--- src/rtl/hamming_uart_frame_rx.sv ---
// Oversampling 8N1 receiver that recovers a Hamming(7,4) nibble from each frame.
// Corrects single-bit errors and reports syndrome/correction, valid and framing-error pulses.
module hamming_uart_frame_rx #(
  parameter int CLKS_PER_BIT = 16
) (
  input  logic       clk,
  input  logic       rst_n,
  input  logic       ena,
  input  logic       rx,
  output logic [3:0] data_out,
  output logic [2:0] syndrome_out,
  output logic       corrected_out,
  output logic       valid_out,
  output logic       frame_err_out,
  output logic       busy_out,
  output logic [1:0] state_out
);

  localparam int CW = $clog2(CLKS_PER_BIT);

  typedef enum logic [1:0] {
    IDLE  = 2'd0,
    START = 2'd1,
    DATA  = 2'd2,
    STOP  = 2'd3
  } state_t;

  state_t        state, state_nxt;
  logic          rx_meta, rxs, armed;
  logic [CW-1:0] cnt;
  logic [2:0]    bitidx;
  logic [7:0]    shreg;
  logic          pend_vld, pend_err;
  logic [6:0]    pend_code;
  logic          half_tick, bit_tick, stop_ok;
  logic [2:0]    syn;
  logic [6:0]    fixed_code;

  assign half_tick = (cnt == CW'(CLKS_PER_BIT / 2 - 1));
  assign bit_tick  = (cnt == CW'(CLKS_PER_BIT - 1));
  assign stop_ok   = rxs && !shreg[7];

  // Both flops reset high so a reset never looks like a start edge.
  always_ff @(posedge clk or negedge rst_n) begin
    if (!rst_n) begin
      rx_meta <= 1'b1;
      rxs     <= 1'b1;
    end else begin
      rx_meta <= rx;
      rxs     <= rx_meta;
    end
  end

  always_ff @(posedge clk or negedge rst_n) begin
    if (!rst_n) state <= IDLE;
    else        state <= state_nxt;
  end

  always_comb begin
    state_nxt = state;
    if (!ena) begin
      state_nxt = IDLE;
    end else begin
      case (state)
        IDLE:  if (armed && !rxs) state_nxt = START;
        START: if (half_tick) state_nxt = rxs ? IDLE : DATA;
        DATA:  if (bit_tick && bitidx == 3'd7) state_nxt = STOP;
        STOP:  if (bit_tick) state_nxt = IDLE;
        default: state_nxt = IDLE;
      endcase
    end
  end

  always_comb begin
    busy_out  = (state != IDLE);
    state_out = state;
  end

  always_ff @(posedge clk or negedge rst_n) begin
    if (!rst_n) begin
      armed     <= 1'b0;
      cnt       <= '0;
      bitidx    <= '0;
      shreg     <= '0;
      pend_vld  <= 1'b0;
      pend_err  <= 1'b0;
      pend_code <= '0;
    end else begin
      pend_vld <= 1'b0;
      pend_err <= 1'b0;
      if (!ena) begin
        armed  <= 1'b0;
        cnt    <= '0;
        bitidx <= '0;
      end else begin
        case (state)
          IDLE: begin
            // Armed only after the line has been seen high; cleared as a start is taken.
            armed  <= rxs;
            cnt    <= '0;
            bitidx <= '0;
          end
          START: begin
            cnt    <= half_tick ? '0 : cnt + 1'b1;
            bitidx <= '0;
          end
          DATA: begin
            if (bit_tick) begin
              shreg[bitidx] <= rxs;
              cnt           <= '0;
              bitidx        <= bitidx + 3'd1;
            end else begin
              cnt <= cnt + 1'b1;
            end
          end
          STOP: begin
            if (bit_tick) begin
              cnt       <= '0;
              pend_vld  <= stop_ok;
              pend_err  <= !stop_ok;
              pend_code <= shreg[6:0];
            end else begin
              cnt <= cnt + 1'b1;
            end
          end
          default: cnt <= '0;
        endcase
      end
    end
  end

  always_comb begin
    syn[0]     = pend_code[0] ^ pend_code[2] ^ pend_code[4] ^ pend_code[6];
    syn[1]     = pend_code[1] ^ pend_code[2] ^ pend_code[5] ^ pend_code[6];
    syn[2]     = pend_code[3] ^ pend_code[4] ^ pend_code[5] ^ pend_code[6];
    fixed_code = pend_code;
    if (syn != 3'd0) fixed_code = pend_code ^ (7'b1 << (syn - 3'd1));
  end

  always_ff @(posedge clk or negedge rst_n) begin
    if (!rst_n) begin
      data_out      <= '0;
      syndrome_out  <= '0;
      corrected_out <= 1'b0;
      valid_out     <= 1'b0;
      frame_err_out <= 1'b0;
    end else begin
      valid_out     <= pend_vld && ena;
      frame_err_out <= pend_err && ena;
      if (pend_vld && ena) begin
        data_out      <= {fixed_code[6], fixed_code[5], fixed_code[4], fixed_code[2]};
        syndrome_out  <= syn;
        corrected_out <= (syn != 3'd0);
      end
    end
  end

endmodule

--- config.mk ---
export PLATFORM = sky130hd
export DESIGN_NAME = hamming_uart_frame_rx
export DESIGN_NICKNAME = d
export VERILOG_FILES = /design/src/rtl/hamming_uart_frame_rx.sv
export SDC_FILE = /design/constraint.sdc
export NUM_CORES = 1
export LEC_CHECK = 0
export ABC_AREA = 1
export CORE_MARGIN = 2
export CORE_UTILIZATION = 61
export DETAILED_ROUTE_END_ITERATION = 12
export GPL_ROUTABILITY_DRIVEN = 0
export MAX_ROUTING_LAYER = met4
export PLACE_DENSITY = 0.86
export SLEW_MARGIN = 40
export SYNTH_ARGS = -nofsm -noshare
export SYNTH_HDL_FRONTEND = slang
export SYNTH_SLANG_ARGS = --single-unit
--- constraint.sdc ---
create_clock -name clk -period 5.1 [get_ports clk]
set_input_delay 1.02 -clock clk [delete_from_list [all_inputs] [get_ports clk]]
set_output_delay 1.02 -clock clk [all_outputs]
set_load 0.005 [all_outputs]
==> results <==
- The number of flip-flops and latches in the synthesized netlist is 39.
- Counting flops with a built-in enable in the synthesized netlist gives 0.
- The instance count along the most critical hold path is 0.
- The number of instances in the synthesized netlist is 234.
- Before CTS, the worst setup slack after placement is 2.51 ns.
- The overall routed net length is 3420 um.
- The number of global-route vias before repair is 1418.
- The detail-routed via count per cell is 5.18.
- Clock tree synthesis selected as its root buffer the cell clkbuf_4.
- Setup violations remaining at the end of the flow were counted as 0.
- Global routing finished with a remaining overflow of 0.
- The cell type of the slowest stage on the worst timing path is dfrtp_1.
- STA classifies the critical path endpoint as a primary output.
- Walking the worst path, the cells encountered are nor2_1 -> inv_1 -> clkdlybuf4s50_1.
- The maximum vdd drop is 0.235 mV.
- The final-report hold violation count is 0.
- Gates resized during post-CTS repair numbered 0.
- The register-to-register setup slack is 2.86 ns.
- The largest fanout on the critical path is 7.
- The post-route minimum period is 2.60 ns.
- The largest net degree at the start of global routing is 40.
- In this run the worst setup path begins at state_out[0]$_DFFE_PN0P_.
- The pin slew with the least headroom to its limit is 0.494 ns.
- The number of H-tree branching levels is 2.
- Compared with the post-synthesis result, the final layout area differs by 13.3%.
- The class of the tightest hold or removal check is reg2reg.
- The final total power is 683 uW.
- The required time of the critical path is 4.08 ns.
- Headroom to the max-slew limit came out at 67.0%.
- The clock passes through at most 2 buffers.
- The part of the cycle the worst path needs is 51.0%.
- In this run the remaining antenna-violating nets after routing total 0.
- After synthesis, the share of flip-flops with an asynchronous set or reset is 100%.
- The source of the worst register-to-register timing path is pend_code[6]$_DFFE_PN0P_.
- Setup repair after global routing left no endpoint under its margin.
- The number of buffers and inverters on the critical path is 2.
- Counting every net in the synthesized netlist gives 242.
- The first detailed-routing pass took 4 iterations.
- In this run the cell area measured after placement is 2150 um2.
- For this run, design rule violations remaining after detail routing come to 0.
- The combined area of all synthesized cells is 1980 um2.
- The power density relative to cell area is 305 nW/um2.
- Setup slack closes at between 2 and 2.5 ns.
- Data arrives at the worst endpoint at around 1.6 ns.
- For hold timing, the worst endpoint is rxs$_DFF_PN1_.
- The worst register-to-register path has a depth of 13.
- The post-detailed-route wirelength per cell is 11.5 um.
- The net count of the finished layout is 261.
- The run finished with clean final reports.
- The startpoint of the worst hold path is rx_meta$_DFF_PN1_.
- The proportion of layout cells with a drive suffix above 1 is between 10% and 20%.
- The number of antenna cells inserted is 0.
- The number of ports placed on the die boundary is 17.
- The detailed-route via count is 1544.
- For this run, the register share of the synthesized area comes to 49.4%.
- The post-synthesis cell type count is 32.
- The effective utilization at floorplan is 64.3%.
- The number of placement rows is 20.
- Buffers inserted during clock tree synthesis total 5.
- The filler cell count in the final layout is 253.
- TritonCTS built the clock tree.
- On the final layout, the worst hold slack is 0.363 ns.
- The critical path is of the reg2out type.
- The static leakage is 0.00111 uW.
- The first-pass GRT wire length is 5820 um.
- The die covers 3720 um2.
- The setup clock skew after layout is 0.00816 ns.
- Max-cap violations in this run came to 0.
- The detailed router finished its first iteration with 89 violations.
- The post-CTS setup repair buffer count is 0.
- The destination of the worst register-to-register timing path is data_out[3]$_DFFE_PN0P_.
- The delay of the slowest cell on the worst path is 0.53 ns.
- The Yosys step of the flow raised 0 warnings.
- The maximum operating frequency is 384 MHz.
- The total of hold buffers inserted after clock tree synthesis is 0.
- The post-route cell area is 2240 um2.
- Global routing used a little under a quarter of the available tracks across all layers.
- Buffers placed on the I/O ports in this run total 16.
- From bottom edge to top edge, the die measures 61.0 um.
- The number of antenna violations at the first check in global routing was 0.
- The family with the most delay on the worst path is buffers and inverters.
- The post-synthesis area per instance is roughly 8.5 um2.
- The TritonCTS sink count is 39.
- Summed over all nets, the half-perimeter wirelength after detailed placement is 2490 um.
- The most used flip-flop cell after synthesis is dfrtp_1.
- Clock-pin slew was measured on the worst setup and hold paths at 0.11 ns.
- The clock latency on the worst-skew pair is 0.34 ns.
- The worst setup path is launched from a flip-flop.
- The final count of pins violating max slew was 0.
- The core region is 3080 um2.
- The die is between 60 and 70 um wide.
- The total negative slack for setup checks is 0 ns.
## layout make-up
type                       instances  area, um2  area share (%)
sequential                        39        978            43.6
multi-input combinational        164        862            38.4
timing repair buffer              16        158            7.03
inverter                          27        103            4.58
tap                               44       55.1            2.46
clock buffer                       6       51.3            2.29
clock inverter                     2       35.0            1.56
## cell usage in the layout, fill, tap and decap left out, types with 2 or more instances in the layout
master	n
a21oi_1	5
clkbuf_4	5
clkdlybuf4s50_1	15
clkinv_1	2
clkinv_2	2
dfrtp_1	37
dfstp_2	2
ha_1	4
inv_1	19
inv_2	5
nand2_1	57
nand2_2	8
nand2_4	4
nand3_1	22
nand4_1	2
nor2_1	25
nor2_2	2
nor2_4	2
o21ai_0	9
o21ai_1	11
o21bai_1	3
xor2_1	2
## metrics by stage
stage               utilization, %  std cells
global route                  72.8        298
detailed placement            70.0        290
floorplan                        -        234
global placement              70.0        290
finish                        72.8        298
CTS                           72.8        298
## registers in the layout (all words and copies together) (netlist names), 2 cells and up
name and count:
state_out 2, pend_code 7, bitidx 3, syndrome_out 3
cnt 4, shreg 8, data_out 4
## worst register-to-register path: cells and delay by family (launching register included)
kind / cells / cell delay (ns)
buffers and inverters: 2 / 0.25
AND/OR/NAND/NOR: 10 / 1.14
flip-flops: 1 / 0.46
adder cells (fa/ha/maj): 1 / 0.30
## per-layer routing
layer / routed length [um] / track usage, % / vias up
met3: 117 / 7.04 / 10
met5: 0 / - / -
li1: - / - / 789
met4: 97 / 10.6 / 0
met2: 1620 / 35.6 / 34
met1: 1580 / 26.2 / 711
## how the worst max path moves through the flow
stage | slack [ns] | to | cells after the start
5_1_grt | 2.39 | busy_out | 3
4_1_cts | 2.48 | busy_out | 3
3_3_place_gp | 2.54 | pend_code[3]$_DFFE_PN0P_ | 3
6_report | 2.50 | busy_out | 3
2_1_floorplan | 3.22 | data_out[3]$_DFFE_PN0P_ | 13
3_5_place_dp | 2.51 | pend_code[3]$_DFFE_PN0P_ | 3
## kinds of logic after synthesis
group,count (synthesis),share of synthesized area (%)
AOI/OAI and AO/OA,30,8.28
xor gates and xnor gates,3,1.33
adders and majority gates,4,2.53
buffers and inverters,31,7.02
DFF,39,49.4
muxes,1,0.758
and+or+nand+nor,126,30.7
## Yosys cell counts (2+ instances only)
cell	n	area share (%)
nor2_2	2	0.63
o21ai_1	11	2.8
nand3_1	22	5.6
dfrtp_1	37	47
ha_1	4	2.5
a21oi_1	5	1.3
xor2_1	2	0.89
nand2_2	8	2.5
nor2_4	2	1.1
nand4_1	2	0.63
clkinv_1	2	0.38
inv_1	19	3.6
nand2_1	57	11
nand2_4	4	2.3
o21bai_1	3	1.1
inv_2	5	0.95
o21ai_0	9	2.3
nor2_1	25	4.7
dfstp_2	2	2.7
## report_power, final
part	total, uW	internal (uW)	switching [uW]
sequential	352	326	25.7
combinational	118	51.3	66.4
clock	214	116	97.9
Note: power is estimated with default switching activity, not from simulation.
